### src/rtl/shift_arb.sv
`default_nettype none
// ============================================================================
// Module   : shift_arb
// Purpose  : Round-robin arbiter that shares one 32-bit barrel shifter
//            (SLL/SRL/SRA) among NUM_REQ valid/ready requesters. The result
//            goes to a single registered response channel that carries an ID tag.
// Revision : 1.0 - initial release
// ============================================================================
module shift_arb #(
  parameter int NUM_REQ = 2,
  parameter int IDW     = (NUM_REQ > 1) ? $clog2(NUM_REQ) : 1
) (
  input  logic                    clk_i,
  input  logic                    rst_ni,
  input  logic [NUM_REQ-1:0]      req_valid_i,
  output logic [NUM_REQ-1:0]      req_ready_o,
  input  logic [32*NUM_REQ-1:0]   req_data_i,
  input  logic [5*NUM_REQ-1:0]    req_shamt_i,
  input  logic [2*NUM_REQ-1:0]    req_op_i,
  output logic                    rsp_valid_o,
  input  logic                    rsp_ready_i,
  output logic [IDW-1:0]          rsp_id_o,
  output logic [31:0]             rsp_data_o,
  output logic                    rsp_err_o
);

  localparam logic [1:0]   OP_SLL  = 2'b00;
  localparam logic [1:0]   OP_SRL  = 2'b01;
  localparam logic [1:0]   OP_SRA  = 2'b10;
  localparam logic [IDW:0] NUM_EXT = (IDW+1)'(NUM_REQ);

  logic           can_accept;
  logic           any_valid;
  logic           accept;
  logic [IDW-1:0] ptr;
  logic [IDW-1:0] grant;
  logic [IDW:0]   scan_sum;
  logic [IDW-1:0] scan_idx;
  logic [31:0]    sel_data;
  logic [4:0]     sel_shamt;
  logic [1:0]     sel_op;
  logic [31:0]    shift_res;
  logic           shift_err;

  // The response slot is free when empty or being drained this cycle.
  assign can_accept = !rsp_valid_o || rsp_ready_i;
  assign any_valid  = |req_valid_i;
  assign accept     = any_valid && can_accept;

  // Round-robin scan: first valid requester at or after ptr, wrapping.
  always_comb begin
    grant    = '0;
    scan_sum = '0;
    scan_idx = '0;
    for (int i = NUM_REQ - 1; i >= 0; i--) begin
      scan_sum = {1'b0, ptr} + (IDW+1)'(i);
      if (scan_sum >= NUM_EXT) begin
        scan_idx = IDW'(scan_sum - NUM_EXT);
      end else begin
        scan_idx = IDW'(scan_sum);
      end
      // Descending offset order, so the smallest offset wins last.
      if (req_valid_i[scan_idx]) begin
        grant = scan_idx;
      end
    end
  end

  // One-hot ready to the granted requester; held low while in reset.
  assign req_ready_o = (accept && rst_ni) ? (NUM_REQ'(1) << grant) : '0;

  // Route the granted requester's operands to the shared shifter.
  always_comb begin
    sel_data  = '0;
    sel_shamt = '0;
    sel_op    = '0;
    for (int k = 0; k < NUM_REQ; k++) begin
      if (grant == IDW'(k)) begin
        sel_data  = req_data_i[32*k +: 32];
        sel_shamt = req_shamt_i[5*k +: 5];
        sel_op    = req_op_i[2*k +: 2];
      end
    end
  end

  // Shared barrel shifter; the illegal op yields zero with the error flag.
  always_comb begin
    shift_res = '0;
    shift_err = 1'b0;
    case (sel_op)
      OP_SLL:  shift_res = sel_data << sel_shamt;
      OP_SRL:  shift_res = sel_data >> sel_shamt;
      OP_SRA:  shift_res = 32'($signed(sel_data) >>> sel_shamt);
      default: shift_err = 1'b1;
    endcase
  end

  // Response valid: set on accept, cleared on a drain with no new accept.
  always_ff @(posedge clk_i or negedge rst_ni) begin
    if (!rst_ni) begin
      rsp_valid_o <= 1'b0;
    end else if (accept) begin
      rsp_valid_o <= 1'b1;
    end else if (rsp_ready_i) begin
      rsp_valid_o <= 1'b0;
    end
  end

  // Response payload loads only on accept, so it holds under backpressure.
  always_ff @(posedge clk_i or negedge rst_ni) begin
    if (!rst_ni) begin
      rsp_id_o   <= '0;
      rsp_data_o <= '0;
      rsp_err_o  <= 1'b0;
    end else if (accept) begin
      rsp_id_o   <= grant;
      rsp_data_o <= shift_res;
      rsp_err_o  <= shift_err;
    end
  end

  generate
    if (NUM_REQ == 1) begin : g_ptr_single
      // A single requester needs no rotation.
      assign ptr = '0;
    end else begin : g_ptr_rr
      logic [IDW:0] ptr_sum;
      assign ptr_sum = {1'b0, grant} + (IDW+1)'(1);

      // Pointer moves just past the winner on every accept.
      always_ff @(posedge clk_i or negedge rst_ni) begin
        if (!rst_ni) begin
          ptr <= '0;
        end else if (accept) begin
          ptr <= (ptr_sum >= NUM_EXT) ? '0 : IDW'(ptr_sum);
        end
      end
    end
  endgenerate

endmodule
`default_nettype wire

### config.mk
export PLATFORM = sky130hd
export DESIGN_NAME = shift_arb
export DESIGN_NICKNAME = d
export VERILOG_FILES = /design/src/rtl/shift_arb.sv
export SDC_FILE = /design/constraint.sdc
export NUM_CORES = 1
export LEC_CHECK = 0
export CORE_MARGIN = 3
export CORE_UTILIZATION = 27
export DETAILED_ROUTE_END_ITERATION = 12
export GPL_TIMING_DRIVEN = 0
export SETUP_SLACK_MARGIN = 0.3
export SLEW_MARGIN = 15
export SYNTH_ARGS = -nofsm -noshare
export SYNTH_HDL_FRONTEND = slang
export SYNTH_SLANG_ARGS = --single-unit
### constraint.sdc
create_clock -name clk_i -period 2.4 [get_ports clk_i]
set_input_delay 0.48 -clock clk_i [delete_from_list [all_inputs] [get_ports clk_i]]
set_output_delay 0.48 -clock clk_i [all_outputs]
set_load 0.02 [all_outputs]
# ---- After elaboration in Yosys (flattened, before gate mapping)
# Cells that the tools add are included.
dict set report classes {
  mux 17
  shift 4
  n_addsub 4
  order_cmp 5
  eq_ne 2
  reduce_logical 8
}
# op count
set op_table {}
lappend op_table {{case mux 32 bit (3 select lines)} 1}
lappend op_table {{two-way mux 32 bit} 1}
lappend op_table {{<< shifter 32 x 5 -> 32 bit} 1}
lappend op_table {{>> shifter 32 x 5 -> 32 bit} 1}
lappend op_table {{>>> shifter 32 x 5 -> 32 bit} 1}
lappend op_table {{two-way mux 1 bit} 12}
lappend op_table {{two-way mux 5 bit} 1}
lappend op_table {{adder 1 x 1 -> 2 bit, second input constant} 2}
lappend op_table {{greater-or-equal comparator 2 bit, second input constant} 2}
lappend op_table {{< comparator 1 x 2 -> 1 bit, second input constant} 2}
lappend op_table {{two-way mux 2 bit} 2}
lappend op_table {{OR reduction 3 bit} 1}
lappend op_table {{equality test 2 x 1 -> 1 bit, second input constant} 1}
lappend op_table {{equality test 2 bit, second input constant} 1}
lappend op_table {{greater-or-equal comparator 1 x 2 -> 1 bit, second input constant} 1}
lappend op_table {{logical AND 1 bit} 2}
lappend op_table {{logical NOT 2 bit} 1}
lappend op_table {{nonzero test 2 bit} 1}
lappend op_table {{OR reduction 2 bit} 1}
lappend op_table {{<< shifter 1 x 1 -> 2 bit, first input constant} 1}
lappend op_table {{subtractor 1 bit, second input constant} 2}
lappend op_table {{logical NOT 1 bit} 1}
lappend op_table {{logical OR 1 bit} 1}
dict set report word_totals {
  elab_cells 45
  reg_bits 36
  output_inout_bits 37
  in_bits 83
}

# ---- Depth between registers and ports, before layout
# Gate-level depths: netlist of the first run.
dict set report logic_depth {
  word_depth 11
  depth_mapped 12
  depth_no_buf 8
}

# ---- Worst setup path after synthesis of the first run
# No wires, ideal clock.
dict set report synth_path {
  path_type {input to output}
  from {input port req_valid_i[1]}
  to {output port req_ready_o[0]}
  stages 9
  setup_slack_ps -314
  arrival_time_ps 2234
  path_buffers 6
  t_required_ps 1920
  cell_sequence {buf_4 > buf_2 > buf_2 > buf_2 > o21a_1 > clkbuf_1 > clkbuf_1 > nand2_1 > nor2_1}
}
dict set report synth_between {
  elab_chain_cells 6
  word_cells_on_any_way 11
  cone_classes {1 x shift; 7 x mux; 3 x reduce/logical}
}
# element line_no
set synth_lines {}
lappend synth_lines {{start: declaration} 15} ;# input logic [NUM_REQ-1:0] req_valid_i,
lappend synth_lines {{two-way mux 1 bit (not written as such) (2 in series)} 63} ;# if (req_valid_i[scan_idx]) begin
lappend synth_lines {{two-way mux 1 bit (2 in series)} 63}
lappend synth_lines {{<< shifter 1 x 1 -> 2 bit} 70} ;# assign req_ready_o = (accept && rst_ni) ? (NUM_REQ'(1) << grant) : '0;
lappend synth_lines {{two-way mux 2 bit (*)} 70}
lappend synth_lines {{end: declaration} 16} ;# output logic [NUM_REQ-1:0] req_ready_o,
# Every way passes the cells marked *; elsewhere a longest branch is shown, timed or not. The select of a mux whose other input is x is not followed.

# ---- Final worst setup path of the first run
dict set report layout_path {
  from {input port req_valid_i[1]}
  to {register rsp_data_o[18]}
}
dict set report layout_between {
  elab_chain_cells 7
  word_cells_on_any_way 18
  cone_classes {2 x eq/ne; 3 x shift; 10 x mux; 3 x reduce/logical}
}
# element line_no
set layout_lines {}
lappend layout_lines {{two-way mux 1 bit (not written as such) (2 in series)} 63}
lappend layout_lines {{two-way mux 1 bit (2 in series)} 63}
lappend layout_lines {{two-way mux 32 bit, or another cell as far along} 78} ;# if (grant == IDW'(k)) begin
lappend layout_lines {{>>> shifter 32 x 5 -> 32 bit, or another cell as far along} 93} ;# OP_SRA: shift_res = 32'($signed(sel_data) >>> sel_shamt);
lappend layout_lines {{case mux 32 bit (3 select lines)} 90} ;# case (sel_op)
lappend layout_lines {{end signal: assignment} 117} ;# rsp_data_o <= shift_res;
lappend layout_lines {{end: declaration} 23} ;# output logic [31:0] rsp_data_o,
# Several ways; a longest one is shown, not always the timed one. The select of a mux whose other input is x is not followed.
# A chain may end at the register's enable or synchronous reset.

==> metrics.yaml, run 1 <==
antenna_found_initial: 1
slew_violations: 0
swShare: 0.5100
crit_type: "in2reg"
syn-num-nets: 1084
max_cap_viol_count: 0
slowest_stage: "clkbuf_2"
top_level_ports: 120
die_h_um: 171.2
synth_warnings: 0
io_buffers: 112
postSynthCellCount: 1001
p_per_area_nw_per_um2: 488.6
status: "finished with violations"
drc_errors: 0
p_sw_mw: 2.956
pwr-share-seq: 0.137
cts_htree_levels: 2
p_leak_nw: 4.494
worstSkewPairLatency_ps: 300
cpPeakStageDelay_ps: 400
cp-start-kind: "primary input"
firstDrtPassIters: 5
insertedDiodeCount: 0
ys.flop_type: "dfrtp_1"
violations: "setup timing"
dieArea_sq_um: 29320
required_ps: 2550
wire_per_inst_um: 34.56
nets: 1279
grt_max_degree: 23
start_util: 0.2789
grtUsageTotal: 0.3532
postSynthAreaPerCell_sq_um: 7.363
ys_types: 78
whs_ps: 127.6
grt_pass1_vias: 10234
core_region_area_sq_um: 26430
end_kind: "register"
syn_area_sq_um: 7371
share_comb_of_total_power: 0.753
yosysTopAreaCell: "mux2i_1"
hpwl_mm: 40.38
clockRootBuffer: "clkbuf_16"
cp_cell_sequence: "buf_12, inv_4, buf_6, clkbuf_2, o21ai_1, o21ai_4, mux2i_2, mux2_4, a22o_1, a211oi_2, o221ai_1"
clk_pin_slew_ps: 60
skew_ps: 7.025
clock_power_share: 0.111
drt_iter0_drc: 1486
worstPathArrival_ps: 2870
ys_seq_area_frac: 0.1222
timing.final.ws_setup_ps: -325.9
cts_hold_buf: 0
hold_path.class: "in2async"
layout-drive-gt1-share: 0.3972
vdd_ir_drop_max_v: 0.0002475
final-hold-violation-count: 0
die_w_um: 171.2
synth_area_leaders: "mux2i_1, dfrtp_1, mux2_2, o21ai_0, nand2_1"
synth-seq-cells: 36
vias: 10631
fmax_mhz: 366.9
clock_path_buffers: 2
worstMarginPinSlew_ps: 667.5
synth_edf_count: 0
rows: 59
viasPerCell: 6.944
routabilityCongestion: 1.022
post-route-period-util: 1.136
fin_util: 0.4488
clock-sinks: 36
postRouteAntennaNets: 0
synth_top_area_share: 0.1684
crit_path_max_fanout: 10
async_flop_share: 1.000
p_int_mw: 2.839
area_growth_pct: 60.91
cts_tree: "yes"
rsz0062_at_grt: "true"
reg2reg_depth: 12
layout_min_cycle_time_ps: 2726
max-slew-margin-rel: 0.5550
grt_overflow: 0
routed_wl_mm: 52.91
numCtsBuffers: 5
setup_viol: 34
grt_pass1_wl_mm: 75.19
-- Yosys cell counts, types with 3 or more instances --
| master | instances |
|---|---|
| mux2i_1 | 124 |
| a21oi_1 | 61 |
| o22ai_1 | 12 |
| o211ai_1 | 16 |
| and2_1 | 9 |
| inv_1 | 5 |
| nor2_1 | 84 |
| a221oi_1 | 10 |
| a211oi_1 | 29 |
| a32oi_1 | 3 |
| dfrtp_1 | 36 |
| nand3b_1 | 3 |
| clkbuf_1 | 22 |
| nand2_2 | 3 |
| nand2b_1 | 10 |
| and3_1 | 11 |
| o31a_1 | 4 |
| o31ai_1 | 11 |
| a41oi_1 | 4 |
| buf_1 | 11 |
| nand2_1 | 86 |
| a311oi_1 | 5 |
| a2111oi_0 | 4 |
| a2bb2oi_1 | 5 |
| nor2b_1 | 6 |
| o21ai_1 | 17 |
| buf_2 | 49 |
| a21boi_0 | 4 |
| a22oi_1 | 5 |
| o21a_1 | 9 |
| nand4_1 | 12 |
| or3_1 | 7 |
| nand3_1 | 43 |
| a31oi_1 | 23 |
| a22o_1 | 3 |
| mux2_2 | 52 |
| o221ai_1 | 11 |
| nor3_1 | 26 |
| a21o_1 | 7 |
| mux4_2 | 10 |
| buf_4 | 14 |
| o2111ai_1 | 6 |
| o21ai_0 | 81 |
| a21boi_1 | 3 |
-- cells by family after synthesis --
kind of cell,after synthesis,share of synthesized area
AO/OA/AOI/OAI,360,0.3254
XOR/XNOR,1,0.001188
buffers and inverters,105,0.07096
flip-flops,36,0.1222
multiplexers,187,0.2799
AND/OR/NAND/NOR,312,0.2003
-- layer usage --
| layer | GRT usage | vias to the layer above | part of all wire |
|---|---|---|---|
| met5 | 0 | - | 0 |
| met4 | 0.1463 | 0 | 0.057 |
| met3 | 0.09653 | 215 | 0.13 |
| met2 | 0.5352 | 940 | 0.42 |
| met1 | 0.4748 | 5196 | 0.39 |
| li1 | - | 4280 | - |
-- power groups by stage --
stage / clock (mW) / sequential, mW / combinational [mW]
after floorplan: 0 / 0.927 / 1.72
after global placement: 0 / 0.795 / 3.32
after detailed placement: 0 / 0.804 / 3.28
after CTS: 0.651 / 0.794 / 3.98
after global routing: 0.674 / 0.809 / 4.46
final: 0.641 / 0.792 / 4.36
-- sequential cells by signal (all words and copies together) (netlist names) --
signal       count
rsp_id_o         1
rsp_err_o        1
rsp_data_o      32
ptr              1
rsp_valid_o      1
-- worst max-delay path, delay by kind of cell --
family | cells | cell delay (ps)
AOI/OAI and AO/OA | 5 | 1020
buffers and inverters | 4 | 840
muxes | 2 | 490
-- placed cells by master, fill, tap and decap left out, types with 9 or more instances in the layout --
| master | count |
|---|---|
| clkdlybuf4s50_1 | 98 |
| mux2i_1 | 85 |
| nand2_1 | 76 |
| buf_4 | 74 |
| nor2_1 | 61 |
| a21oi_1 | 47 |
| mux2_2 | 44 |
| o21ai_0 | 40 |
| nand3_1 | 39 |
| dfrtp_1 | 36 |
| buf_6 | 32 |
| o21ai_2 | 29 |
| mux2i_2 | 22 |
| o21ai_1 | 21 |
| a31oi_1 | 18 |
| buf_12 | 17 |
| a211oi_2 | 17 |
| mux2i_4 | 17 |
| nor2_2 | 16 |
| buf_2 | 16 |
| nor3_1 | 16 |
| o211ai_1 | 16 |
| buf_8 | 13 |
| nand4_1 | 12 |
| a211oi_1 | 11 |
| nor3_2 | 10 |
| and3_1 | 10 |
| mux4_2 | 10 |
| clkbuf_4 | 9 |
| o21ai_4 | 9 |
| a21oi_2 | 9 |
| nand2b_1 | 9 |
| dlygate4sd2_1 | 9 |
-- stage by stage --
stage | std cells | TNS [ps] | area, sq um | setup WS (ps) | total power, mW
after floorplan | 1001 | 0 | 7868 | 67.40 | 2.652
after global placement | 1448 | -56830 | 9408 | -1902 | 4.115
after detailed placement | 1449 | -50730 | 9430 | -1691 | 4.079
after CTS | 1513 | -4622 | 11330 | -252.7 | 5.424
after global routing | 1531 | -8287 | 11860 | -376.0 | 5.940
final | 1531 | -6063 | 11860 | -325.9 | 5.795
-- final cells by class --
type / count / area (sq um)
Inverter: 7 / 28.78
Fill cell: 2647 / 14570
Timing Repair Buffer: 188 / 1814
Clock inverter: 1 / 5.005
Clock buffer: 6 / 128.9
Multi-Input combinational cell: 860 / 7450
Sequential cell: 36 / 900.9
Buffer: 98 / 1114
Tap cell: 335 / 419.2
-- worst paths after layout --
check / slack, ps / end / startpoint
setup / recovery: -330 / rsp_data_o[18]$_DFFE_PN0P_ / req_valid_i[1]
min in group clk_i: 480 / rsp_data_o[29]$_DFFE_PN0P_ / rsp_data_o[29]$_DFFE_PN0P_
hold reg to reg: 480 / rsp_data_o[29]$_DFFE_PN0P_ / rsp_data_o[29]$_DFFE_PN0P_
hold / removal: 130 / rsp_data_o[12]$_DFFE_PN0P_ / rst_ni
max in group asynchronous: 1800 / rsp_data_o[22]$_DFFE_PN0P_ / rst_ni
setup reg to reg: -310 / rsp_data_o[6]$_DFFE_PN0P_ / ptr$_DFFE_PN0P_
-- what timing repair did --
action                                  CTS  global route
gates resized for setup                 340            84
buffers inserted                         56            17
gates cloned                              1             1
endpoints found under the setup margin   37            36
pin swaps                                32            18
(Power assumes the default switching activity.)
==> inputs of run 2 (changes only) <==
--- a/config.mk
+++ b/config.mk
@@ -5,6 +5,7 @@
 export SDC_FILE = /design/constraint.sdc
 export NUM_CORES = 1
 export LEC_CHECK = 0
+export CORE_ASPECT_RATIO = 0.7
 export CORE_MARGIN = 3
 export CORE_UTILIZATION = 27
 export DETAILED_ROUTE_END_ITERATION = 12
==> run 2 against run 1 <==
The flow still finishes with violations (setup timing). Die area is 0.11% higher. Sequential power about the same. Core utilization is 3.8 points higher. First-iteration DRC count is 13% higher. Global-route usage up 2.2 points. Worst hold slack got worse by 70 ps. Setup slack got worse by 16 ps. Power grew 10%. Sequential cell count stayed put. Highest routed layer is now met5. Clock skew is 2.9 ps higher. Fmax decreased by 0.60%.
==> metrics.yaml, run 2 (synthesis results as in run 1) <==
core_region_area_sq_um: 26240  # -0.71%
firstDrtPassIters: 6  # +1
setup_viol: 33  # -2.9%
grt_max_degree: 32  # +39%
drt_iter0_drc: 1686  # +13%
cp-start-kind: "register"
grt_pass1_vias: 10366  # +1.3%
die_h_um: 144.2  # -16%
layout.cells.non_filler: 1582  # +3.3%
grt_overflow: 0  # unchanged
cp_cell_sequence: "and2b_4, buf_12, nor3_4, nor2_4, buf_12, buf_12, a211o_4, a22oi_2, mux2i_2, o21ai_1, a2bb2oi_1"
cpPeakStageDelay_ps: 370  # -30 ps
crit_type: "reg2reg"
drc_errors: 0  # unchanged
routabilityCongestion: 1.038  # +1.6%
violations: "setup timing"
r2r_start: "ptr$_DFFE_PN0P_"
status: "finished with violations"
max_cap_viol_count: 0  # unchanged
cpLargestDelayFamily: "compound AO/OA/AOI/OAI gates"
vdd_ir_drop_max_v: 0.0003246  # +31%
final-hold-violation-count: 0  # unchanged
cp.buffers_inverters: 3  # -1
insertedDiodeCount: 0  # unchanged
fmax_mhz: 364.7  # -0.60%
start_util: 0.2809  # +0.001995
slowest_stage: "dfrtp_1"
clk_pin_slew_ps: 60  # about the same
timing.final.ws_setup_ps: -342.3  # -16.44 ps
placed_cell_area_sq_um: 9450  # +0.21%
worstPathArrival_ps: 2960  # +90 ps
rows: 49  # -17%
skew_ps: 9.972  # +2.947 ps
clock_path_buffers: 2  # unchanged
layout-drive-gt1-share: 0.4416  # +0.04448
slew_violations: 0  # unchanged
vias: 11000  # +3.5%
crit_top_cell: "buf_12"
p_per_area_nw_per_um2: 501.3  # +2.6%
fin_util: 0.4868  # +0.03802
worstSkewPairLatency_ps: 290  # about the same
grt_pass1_wl_mm: 78.76  # +4.7%
antenna_found_initial: 0  # -1
fin_tns_setup_ps: -6284  # -220.8 ps
wire_per_inst_um: 36.01  # +4.2%
clockRootBuffer: "clkbuf_16"
crit_path_max_fanout: 5  # -5
clock-sinks: 36  # unchanged
hold_path.class: "in2async"
area_growth_pct: 73.30
post-route-period-util: 1.143  # +0.006852
required_ps: 2620  # +70 ps
crit_path_start: "ptr$_DFFE_PN0P_"
regMostFlops: "rsp_data_o"
numCtsBuffers: 5  # unchanged
fillers: 2568  # -3.0%
cts_htree_levels: 2  # unchanged
grtUsageTotal: 0.3749  # +0.02168
nets: 1307  # +2.2%
whs_ps: 57.15  # -70.48 ps
dieArea_sq_um: 29350  # +0.11%
p_leak_nw: 4.823  # +7.3%
postRouteAntennaNets: 0  # unchanged
dp_cells: 1471  # +1.5%
layout_commonest_cell: "clkdlybuf4s50_1"
rsz0062_at_grt: "true"
most-common-layout-cells: "clkdlybuf4s50_1, buf_4, mux2i_1"
end_kind: "register"
io_buffers: 112  # unchanged
max-slew-margin-rel: 0.4692  # -0.08581
hpwl_mm: 43.46  # +7.6%
cts_tree: "yes"
layout_min_cycle_time_ps: 2742  # +16.44 ps
viasPerCell: 6.953  # +0.14%
die_w_um: 203.5  # +19%
top_level_ports: 120  # unchanged
routed_wl_mm: 56.97  # +7.7%
worstMarginPinSlew_ps: 793.3  # +125.8 ps
final_area_sq_um: 12770  # +7.7%
largest_register_ffs: 32  # unchanged
## run 2: stage by stage
step                      total power, mW  worst slack (ps)
after floorplan                     2.652             67.40
after global placement              4.193             -2009
after detailed placement            4.133             -1931
after CTS                           5.909            -223.3
after global routing                6.516            -335.5
final                               6.403            -342.3
## run 2: cell type report
type                    instances  area (sq um)  area share
inverters                       7         28.78    0.002253
flip-flops and latches         36         900.9     0.07053
repair buffers                216          2118      0.1658
well taps                     357         446.7     0.03497
multi-input cells             860          7886      0.6174
clock buffers                   6         128.9     0.01009
clock inverters                 2         35.03    0.002743
plain buffers                  98          1229     0.09619
## run 2: where the power goes
group | internal [mW] | total, mW | switching [mW]
Combinational | 1.96 | 4.82 | 2.86
Sequential | 0.720 | 0.794 | 0.0738
Clock | 0.490 | 0.789 | 0.299
## run 2: final timing paths
path,depth (start not counted),endpoint,slack [ps]
worst max register to register,11,rsp_data_o[2]$_DFFE_PN0P_,-340
worst min-delay path,1,rsp_valid_o$_DFFE_PN0P_,60
min in group clk_i,2,rsp_data_o[29]$_DFFE_PN0P_,490
worst min register to register,2,rsp_data_o[29]$_DFFE_PN0P_,490
worst max-delay path,11,rsp_data_o[2]$_DFFE_PN0P_,-340
max in group asynchronous,2,rsp_data_o[0]$_DFFE_PN0P_,1880
## run 2: worst reg2reg max path, cell delays in order (launching register included)
cell	delay [ps]
dfrtp_1	370
and2b_4	260
buf_12	160
nor3_4	310
nor2_4	90
buf_12	160
buf_12	150
a211o_4	380
a22oi_2	320
mux2i_2	150
o21ai_1	150
a2bb2oi_1	170
## run 2: what timing repair did
action | 4_1_cts | 5_1_grt
cloned | 4 | 1
endpoints found under the setup margin | 37 | 35
hold buffers | 0 | 0
buffers inserted | 76 | 22
pin swaps | 63 | 41
gates resized for setup | 438 | 103
## run 2: layer usage
layer | share of wire | wire length [um] | GRT usage
met1 | 0.42 | 24010 | 0.5336
met3 | 0.17 | 9636 | 0.1762
met4 | 0.037 | 2131 | 0.1042
met5 | 0.00067 | 38 | 0.009740
met2 | 0.37 | 21160 | 0.4980
